File: config.mk
export PLATFORM = sky130hd
export DESIGN_NAME = hilo_div_ctrl
export DESIGN_NICKNAME = d
export VERILOG_FILES = /design/src/rtl/hilo_div_ctrl.sv
export SDC_FILE = /design/constraint.sdc
export NUM_CORES = 1
export LEC_CHECK = 0
export CELL_PAD_IN_SITES_DETAIL_PLACEMENT = 1
export CELL_PAD_IN_SITES_GLOBAL_PLACEMENT = 1
export CORE_ASPECT_RATIO = 1.75
export CORE_MARGIN = 2
export CORE_UTILIZATION = 29
export CTS_BUF_LIST = sky130_fd_sc_hd__clkbuf_2 sky130_fd_sc_hd__clkbuf_4 sky130_fd_sc_hd__clkbuf_8
export DETAILED_ROUTE_END_ITERATION = 8
export PLACE_DENSITY = 0.82
export SLEW_MARGIN = 10
export SYNTH_ARGS = -nofsm -noshare
export SYNTH_HDL_FRONTEND = slang
export SYNTH_SLANG_ARGS = --single-unit
export TNS_END_PERCENT = 10
File: constraint.sdc
create_clock -name clk -period 2.4 [get_ports clk]
set_input_delay 0.36 -clock clk [delete_from_list [all_inputs] [get_ports clk]]
set_output_delay 0.36 -clock clk [all_outputs]
set_load 0.005 [all_outputs]
File: src/rtl/hilo_div_ctrl.sv
// hilo_div_ctrl: execute-stage sequencer for the iterative divider and owner of
// the architectural HI/LO registers.
//   - Accepts DIV/DIVU/MTHI/MTLO from EX.
//   - Holds divider operands and a level-sensitive start for the whole divide.
//   - Stalls the pipeline while a divide is in flight.
//   - Commits {remainder, quotient} into HI/LO.
// Optional feature: define DIV_FLUSH_EN to let flush_i abort an in-flight divide.
// Without it, a divide in flight always completes and commits.
module hilo_div_ctrl (
  input  logic        clk,
  input  logic        rst,
  input  logic [2:0]  op_i,
  input  logic [31:0] rs_i,
  input  logic [31:0] rt_i,
  input  logic        flush_i,
  output logic        stall_o,
  output logic        div_start_o,
  output logic        div_signed_o,
  output logic [31:0] div_op1_o,
  output logic [31:0] div_op2_o,
  input  logic [63:0] div_result_i,
  input  logic        div_ready_i,
  output logic [31:0] hi_o,
  output logic [31:0] lo_o
);

  localparam logic [2:0] OP_DIV  = 3'b001;
  localparam logic [2:0] OP_DIVU = 3'b010;
  localparam logic [2:0] OP_MTHI = 3'b011;
  localparam logic [2:0] OP_MTLO = 3'b100;

  typedef enum logic [1:0] {
    S_IDLE,
    S_WAIT,
    S_ABORT,
    S_DRAIN
  } state_t;

  state_t state_q, state_d;
  logic   start_d;
  logic   accept;
  logic   commit;
  logic   hi_we;
  logic   lo_we;
  logic   is_div;

  assign is_div = (op_i == OP_DIV) || (op_i == OP_DIVU);

  // State register.
  // NOTE: sequential state uses non-blocking assignments so every flop samples
  // pre-edge values regardless of block ordering.
  always_ff @(posedge clk) begin
    if (rst) state_q <= S_IDLE;
    else     state_q <= state_d;
  end

  // Next-state, start level, and datapath enables.
  // NOTE: every output of this block gets a default first, so no path can
  // leave one unassigned and infer a latch.
  always_comb begin
    state_d = state_q;
    start_d = div_start_o;
    accept  = 1'b0;
    commit  = 1'b0;
    hi_we   = 1'b0;
    lo_we   = 1'b0;
    unique case (state_q)
      S_IDLE: begin
        // A flushed instruction must not start a divide or write HI/LO.
        if (!flush_i) begin
          if (is_div) begin
            accept  = 1'b1;
            start_d = 1'b1;
            state_d = S_WAIT;
          end
          hi_we = (op_i == OP_MTHI);
          lo_we = (op_i == OP_MTLO);
        end
      end
      S_WAIT: begin
`ifdef DIV_FLUSH_EN
        if (flush_i) begin
          // Drop start and discard the result. If ready is already up, go
          // straight to DRAIN so ABORT never waits on a ready that is about
          // to fall.
          start_d = 1'b0;
          state_d = div_ready_i ? S_DRAIN : S_ABORT;
        end else if (div_ready_i) begin
          commit  = 1'b1;
          start_d = 1'b0;
          state_d = S_DRAIN;
        end
`else
        if (div_ready_i) begin
          commit  = 1'b1;
          start_d = 1'b0;
          state_d = S_DRAIN;
        end
`endif
      end
      S_ABORT: begin
        // The divider cannot stop mid-iteration; wait for it to finish.
        start_d = 1'b0;
        if (div_ready_i) state_d = S_DRAIN;
      end
      S_DRAIN: begin
        // Wait for ready to fall so a stale ready is never taken as a result.
        start_d = 1'b0;
        if (!div_ready_i) state_d = S_IDLE;
      end
      default: begin
        start_d = 1'b0;
        state_d = S_IDLE;
      end
    endcase
  end

  // Combinational stall request; low in the capture cycle so the divide
  // instruction leaves EX on the same edge HI/LO update.
  always_comb begin
    stall_o = 1'b0;
    unique case (state_q)
      S_IDLE:          stall_o = is_div;
      S_WAIT:          stall_o = ~div_ready_i;
      S_ABORT,
      S_DRAIN:         stall_o = is_div;
      default:         stall_o = 1'b0;
    endcase
  end

  // Divider handshake, held operands, and the architectural HI/LO registers.
  // NOTE: all of these are plain registers, not a memory array, so every one
  // has a defined reset value.
  always_ff @(posedge clk) begin
    if (rst) begin
      div_start_o  <= 1'b0;
      div_signed_o <= 1'b0;
      div_op1_o    <= '0;
      div_op2_o    <= '0;
      hi_o         <= '0;
      lo_o         <= '0;
    end else begin
      div_start_o <= start_d;
      if (accept) begin
        div_op1_o    <= rs_i;
        div_op2_o    <= rt_i;
        div_signed_o <= (op_i == OP_DIV);
      end
      // MT writes happen only in IDLE and capture only in WAIT, so the
      // two write paths below never fire together.
      if (commit) begin
        hi_o <= div_result_i[63:32];
        lo_o <= div_result_i[31:0];
      end
      if (hi_we) hi_o <= rs_i;
      if (lo_we) lo_o <= rs_i;
    end
  end

endmodule

After elaboration in Yosys (flattened, before gate mapping):

Cells that the tools add are included.

* eq/ne operators: 12
* bitwise logic cells: 1
* mux-type cells: 23
* reduce and logical (&&, ||, !) cells: 9

Operator list (count)
* $mux 32: 4
* $mux 1: 12
* $mux 2: 4
* $ne 2x2->1 const B: 4
* $eq 3x2->1 const B: 2
* $pmux 2 s3: 1
* $eq 2x2->1 const B: 2
* $reduce_and 4->1: 1
* $reduce_bool 2->1: 2
* $reduce_or 2->1: 2
* $eq 3x1->1 const B: 1
* $eq 3x3->1 const B: 1
* $pmux 1 s3: 1
* $reduce_and 3->1: 1
* $reduce_or 3->1: 1
* $eq 2x1->1 const B: 1
* $logic_not 2->1: 1
* $ne 2x1->1 const B: 1
* $pmux 1 s2: 1
* $logic_or 1x1->1: 1
* $not 1->1: 1

* word-level logic and storage cells: 52
* flip-flop bits (word level): 132
* input bits: 135
* output and inout bits: 131

Logic depth before layout (Yosys ltp):

Gate-level depths: netlist (run 1).

* depth after elaboration: 5
* depth in mapped cells: 8
* depth with buffers taken out: 6

Worst setup path after synthesis (run 1):

OpenSTA, ideal clock, no wires.

* kind: reg2reg
* start point: register state_q[0]
* end point: register lo_o[10]
* setup time: 91 ps
* slack: 690 ps
* data arrival time: 1619 ps
* data required time: 2309 ps
* path buffers: 1
* clock period less this slack: 1710 ps
* cell stages (with the launch flop): 8
* cells stage by stage: dfxtp_1 inv_1 ha_1 nor4b_1 nand2_1 clkbuf_1 nor2_1 a311oi_1

* word-level cells in the longest chain between the ends: 3
* elaborated cells between the ends (all ways): 6
* those cells by class: eq/ne: 1; mux: 3; reduce/logical: 2

RTL lines
* start, declared: RTL line 39 `state_t state_q, state_d;`
* start signal, assigned: RTL line 54 `else state_q <= state_d;`
* $eq 2x1->1 / $logic_not 2->1 (equally long branches): RTL line 67 `unique case (state_q)`
* $mux 1: RTL line 67
* $reduce_bool 2->1 (no line) / $mux 32 (equally long branches)
* end signal, assigned: RTL line 153 `lo_o <= div_result_i[31:0];`
* end signal, assigned: RTL line 156 `if (lo_we) lo_o <= rs_i;`
* end, declared: RTL line 24 `output logic [31:0] lo_o`

Parallel ways exist; a longest one is shown, timed or not.
A chain may end at the register's enable or synchronous reset.

Worst setup path in the final report (run 1):

* start point: input port op_i[0]
* end point: output port stall_o

* word-level cells in the longest chain between the ends: 3
* elaborated cells between the ends (all ways): 4
* those cells by class: eq/ne: 2; mux: 1; reduce/logical: 1

RTL lines
* start, declared: RTL line 12 `input logic [2:0] op_i,`
* $eq 3x1->1 / $eq 3x2->1 (equally long branches): RTL line 47 `assign is_div = (op_i == OP_DIV) || (op_i == OP_DIVU);`
* $logic_or 1x1->1 *: RTL line 47
* $pmux 1 s2 *: RTL line 122 `unique case (state_q)`
* end, declared: RTL line 16 `output logic stall_o,`

Mark *: on every way between the ends. The rest lies on a longest branch, timed or not.

==> impl_metrics.env, run 1 <==
export IMPL_switchingPower_mw=1.65
export IMPL_stdcell_area_um2=8590
export IMPL_grt_pass1_vias=5903
export IMPL_vias=5678
export IMPL_antenna_left=0
export IMPL_grt_usage_pct=20.8
export IMPL_path_clk_slew_ps=80
export IMPL_min_period_ps=2220
export IMPL_hold_viol_final=0
export IMPL_synth_seq_cells=132
export IMPL_clock_skew_ps=11.4
export IMPL_final_nets=1031
export IMPL_rsz0062_at_grt="false"
export IMPL_clkPwrFrac_pct=29.5
export IMPL_fill_cells=2183
export IMPL_clock_latency_ps=440
export IMPL_maxSlewHeadroom_pct=59.4
export IMPL_ios=266
export IMPL_cts_buffers=17
export IMPL_hpwl_um=14700
export IMPL_end_kind="output port"
export IMPL_arrival_ps=1860
export IMPL_overflow=0
export IMPL_synthesis_nets=789
export IMPL_syn_area_per_cell_um2=8.32
export IMPL_drive_above_1_share_pct=5.89
export IMPL_path_class="input port to output port"
export IMPL_initial_utilization_pct=29.3
export IMPL_final_cells=1138
export IMPL_rows=66
export IMPL_cp_data_required_time_ps=2040
export IMPL_drv_slew=0
export IMPL_drc=0
export IMPL_fmax_mhz=450
export IMPL_die_width_um=107
export IMPL_area_growth_pct=59.2
export IMPL_yosysSeqAreaShare_pct=48.9
export IMPL_holdWs_ps=174
export IMPL_power_density_nw_per_um2=664
export IMPL_max_cap_viol_count=0
export IMPL_routed_via_density=4.99
export IMPL_root_buffer="clkbuf_8"
export IMPL_vdd_drop_max_uv=285
export IMPL_first_pass_iters=4
export IMPL_final_common_cell="clkdlybuf4s50_1"
export IMPL_holdCritPathClass="input port to register"
export IMPL_antennaDiodeCount=0
export IMPL_p_seq_share_pct=43.9
export IMPL_post_cts_resized=0
export IMPL_die_h_um=185
export IMPL_dieArea_um2=19800
export IMPL_outcome="finished clean"
export IMPL_synthCells=649
export IMPL_grt_pass1_wl_um=31600
export IMPL_routed_wirelength_um=20600
export IMPL_clk_path_buf_depth=2
export IMPL_yosysWarnings=0
export IMPL_finalWeightedCongestion=0.728
export IMPL_place_area_um2=8260
export IMPL_syn_area_um2=5400
export IMPL_finalSetupViolCount=0
export IMPL_hold_buffers=0
export IMPL_cellLeakagePower_nw=3.16
export IMPL_startpoint_type="input port"
export IMPL_dp_cells=1110
export IMPL_swShare_pct=29.0
export IMPL_post_cts_repair_setup_buffers=0
export IMPL_p_comb_share_pct=26.5
export IMPL_final_core_util_pct=46.7
export IMPL_cp_max_fo=5
export IMPL_h_tree_depth=4
export IMPL_coreArea_um2=18400
export IMPL_drtIter0Drc=198
export IMPL_grt_max_degree=74
export IMPL_p_int_mw=4.05
export IMPL_cts_sinks=132
export IMPL_cts_tree="done"
export IMPL_antenna_found_initial=0
export IMPL_mostFrequentLayoutCells="clkdlybuf4s50_1, nand2_1, dfxtp_1, a21oi_1, nor2_1"
export IMPL_wl_per_cell_um=18.1
export IMPL_fin_crit_sh_pct=92.6
export IMPL_yosys_cell_types_count=33
export IMPL_tns_ps=0
export IMPL_portBuffers=265
export IMPL_worstMarginPinSlew_ps=609
==> registers in the layout, summed over array words and instances, names as in the netlist <==
signal / cells
lo_o: 32
div_start_o: 1
state_q: 2
hi_o: 32
div_signed_o: 1
div_op2_o: 32
div_op1_o: 32
==> cell usage after synthesis <==
cell,n,area [um^2]
nor2_1,66,248
nand3_1,32,160
xor2_1,1,8.76
a22o_1,1,8.76
buf_2,12,60.1
nand3b_1,1,7.51
a211oi_1,32,240
nor3b_2,1,12.5
a211oi_2,1,12.5
and2_1,2,12.5
buf_4,7,52.6
nand2b_1,2,12.5
xnor2_1,1,8.76
nor3_1,1,5.00
nor3b_1,1,7.51
o21ai_0,4,20.0
mux2i_1,33,330
nor4b_1,1,8.76
ha_1,5,62.6
nand3_2,1,10.0
or3_4,1,11.3
a311oi_1,32,280
a21oi_1,68,340
nor2b_1,3,18.8
clkbuf_1,33,124
o211ai_1,1,7.51
nand2_1,165,619
a31oi_1,1,6.26
buf_6,3,33.8
inv_1,3,11.3
dfxtp_1,132,2640
dlygate4sd1_1,1,8.76
nand2_2,1,6.26
==> power groups by stage <==
| stage | clock network, mW | logic [mW] | registers, mW |
|---|---|---|---|
| floorplan | 0 | 0.633 | 2.56 |
| global placement | 0 | 1.50 | 2.55 |
| detailed placement | 0 | 1.53 | 2.56 |
| CTS | 1.75 | 1.54 | 2.51 |
| global route | 1.85 | 1.64 | 2.53 |
| finish | 1.68 | 1.51 | 2.51 |
==> metal layers <==
metal | GRT usage [%] | part of all wire (%)
met4 | 8.68 | 3.0
met5 | 0 | 0
met1 | 21.5 | 36
met2 | 38.9 | 55
met3 | 5.30 | 5.8
==> worst paths after layout <==
kind / from / slack (ps) / depth (start not counted) / to
max reg2reg: state_q[0] / 300 / 7 / div_op1_o[23]
min: rst / 170 / 2 / state_q[0]
max: op_i[0] / 180 / 6 / stall_o
min reg2reg: div_op1_o[7] / 450 / 2 / div_op1_o[7]
==> layout make-up <==
class | instances | area (um^2) | share of cell area, %
Clock inverter | 5 | 27.5 | 0.320
Inverter | 3 | 11.3 | 0.131
Multi-Input combinational cell | 458 | 2480 | 28.9
Tap cell | 238 | 298 | 3.46
Clock buffer | 23 | 310 | 3.61
Timing Repair Buffer | 279 | 2830 | 32.9
Sequential cell | 132 | 2640 | 30.7
==> worst max-delay path: stages <==
cell and delay [ps]:
clkdlybuf4s50_1 590, xnor2_1 130, nor2_1 100, nor2_1 50, a21oi_1 110, clkdlybuf4s50_1 520
==> cells by family (layout without fill, tap and decap cells) <==
| family | count (synthesis) | in the layout | share of synthesized area [%] |
|---|---|---|---|
| flip-flops | 132 | 132 | 48.9 |
| adder cells (fa/ha/maj) | 5 | 5 | 1.16 |
| buffers and inverters | 59 | 310 | 5.38 |
| AO/OA/AOI/OAI | 140 | 140 | 17.0 |
| XOR/XNOR | 2 | 2 | 0.325 |
| AND/OR/NAND/NOR | 278 | 278 | 21.1 |
| multiplexers | 33 | 33 | 6.12 |
==> metrics by stage <==
step | power, mW | setup WS (ps)
final | 5.71 | 177
after detailed placement | 4.09 | 177
after CTS | 5.80 | 147
after global routing | 6.03 | 57.8
after global placement | 4.05 | 219
after floorplan | 3.20 | 690
No activity file was read; power rests on OpenSTA's default activity.
==> run 2, diff against run 1 <==
==> constraint.sdc (replaced) <==
create_clock -name clk -period 2.1 [get_ports clk]
set_input_delay 0.315 -clock clk [delete_from_list [all_inputs] [get_ports clk]]
set_output_delay 0.315 -clock clk [all_outputs]
set_load 0.005 [all_outputs]
==> impl_metrics.env, run 2 (synthesis results as in run 1) <==
export IMPL_outcome="finished clean"
export IMPL_antennaDiodeCount=0
export IMPL_die_h_um=185
export IMPL_overflow=0
export IMPL_path_clk_slew_ps=80
export IMPL_grt_pass1_vias=5880
export IMPL_cts_sinks=132
export IMPL_initial_utilization_pct=29.3
export IMPL_path_class="register to output port"
export IMPL_root_buffer="clkbuf_8"
export IMPL_drtIter0Drc=132
export IMPL_final_common_cell="clkdlybuf4s50_1"
export IMPL_dieArea_um2=19800
export IMPL_cts_buffers=17
export IMPL_fin_crit_sh_pct=96.2
export IMPL_max_cap_viol_count=0
export IMPL_wl_met2_um=11400
export IMPL_hpwl_um=15000
export IMPL_grt_pass1_wl_um=31400
export IMPL_r2r_start="state_q[0]"
export IMPL_startpoint_type="register"
export IMPL_drv_slew=0
export IMPL_worstMarginPinSlew_ps=567
export IMPL_antenna_found_initial=0
export IMPL_rsz0062_at_grt="false"
export IMPL_arrival_ps=1700
export IMPL_finalWeightedCongestion=0.761
export IMPL_top_layer_used="met4"
export IMPL_cts_tree="done"
export IMPL_pre_cts_ws_ps=76.6
export IMPL_finalSetupViolCount=0
export IMPL_maxSlewHeadroom_pct=62.2
export IMPL_first_pass_iters=4
export IMPL_wl_met3_um=1050
export IMPL_final_nets=1038
export IMPL_holdCritPathClass="input port to register"
export IMPL_power_density_nw_per_um2=767
export IMPL_wl_met1_um=7660
export IMPL_final_cells=1149
export IMPL_hold_path_startpoint="rst"
export IMPL_min_period_ps=2020
export IMPL_cp_max_fo=5
export IMPL_setup_slack_ps=80.7
export IMPL_portBuffers=265
export IMPL_tns_ps=0
export IMPL_final_core_util_pct=47.4
export IMPL_cp_cell_sequence="inv_2 -> ha_4 -> nor2_1 -> a21oi_1 -> clkdlybuf4s50_1"
export IMPL_cp_slowest_cell="clkdlybuf4s50_1"
export IMPL_antenna_left=0
export IMPL_cp_data_required_time_ps=1780
export IMPL_critPathLaunch="state_q[1]"
export IMPL_clk_path_buf_depth=2
export IMPL_post_cts_repair_setup_buffers=0
export IMPL_grt_usage_pct=20.6
export IMPL_drive_above_1_share_pct=7.46
export IMPL_end_kind="output port"
export IMPL_drc=0
export IMPL_vias=5659
export IMPL_crit_path_max_incr_delay_ps=510
export IMPL_die_width_um=107
export IMPL_clock_latency_ps=440
export IMPL_coreArea_um2=18400
export IMPL_mostFrequentLayoutCells="clkdlybuf4s50_1, nand2_1, dfxtp_1, a21oi_1, nor2_1"
export IMPL_h_tree_depth=4
export IMPL_crit_family="buffers and inverters"
export IMPL_cellLeakagePower_nw=3.21
export IMPL_vdd_drop_max_uv=365
export IMPL_grt_max_degree=65
export IMPL_cp_num_buf_inv=2
export IMPL_area_growth_pct=61.7
export IMPL_routed_via_density=4.93
export IMPL_wl_per_cell_um=18.1
export IMPL_ios=266
export IMPL_dp_cells=1117
export IMPL_routed_wirelength_um=20700
export IMPL_holdWs_ps=361
export IMPL_clock_skew_ps=12.8
export IMPL_hold_viol_final=0
export IMPL_hold_buffers=0
export IMPL_fmax_mhz=495
export IMPL_rows=66
==> run 2: changes by cell type in the layout (fill, tap and decap cells not counted), sizes merged <==
cell / previous run / this run
bufinv: 0 / 1
clkbuf: 23 / 19
inv: 3 / 4
clkinv: 4 / 5
clkinvlp: 1 / 6
buf: 16 / 23
==> run 2: worst register-to-register path: cells and delay by family (launching register included) <==
kind | cells | cell delay [ps]
buf+inv | 2 | 340
simple gates | 2 | 550
fa+ha+maj | 1 | 210
flops | 1 | 370
compound gates | 1 | 310
==> run 2: worst paths after layout <==
check,slack [ps],endpoint,cells past startpoint
max,80,stall_o,5
min,360,div_op1_o[4],2
max reg2reg,220,hi_o[18],6
min reg2reg,450,div_op2_o[29],2
==> run 2: timing repair <==
item,in CTS,in global routing
gates cloned,0,0
setup endpoints to repair,1,1
gates resized for setup,4,1
endpoints found under the hold margin,0,0
==> run 2: layer usage <==
metal / global-route usage (%) / up-vias
met4: 9.09 / 0
met2: 39.2 / 209
met5: 0 / -
li1: - / 2728
met3: 4.49 / 34
met1: 21.2 / 2688
==> run 2: final cells by class <==
cell class | instances | area (um^2)
Multi-Input combinational cell | 458 | 2490
Clock buffer | 19 | 262
Timing Repair Buffer | 286 | 2920
Tap cell | 238 | 298
Fill cell | 2164 | 9680
Sequential cell | 132 | 2650
Inverter | 3 | 11.3
Clock inverter | 13 | 109
==> run 2: report_power, final <==
group	leakage [nW]	internal (mW)	switching [mW]	total, mW
logic	1.96	0.985	0.796	1.78
clock network	0.176	0.988	1.06	2.05
registers	1.07	2.74	0.131	2.87
total	3.21	4.71	1.99	6.70
==> run 2: metrics by stage <==
stage                     power, mW  cell area [um^2]
after global routing           7.06              8730
after CTS                      6.79              8730
after global placement         4.67              8350
after floorplan                3.65              5400
final                          6.70              8730
after detailed placement       4.71              8350
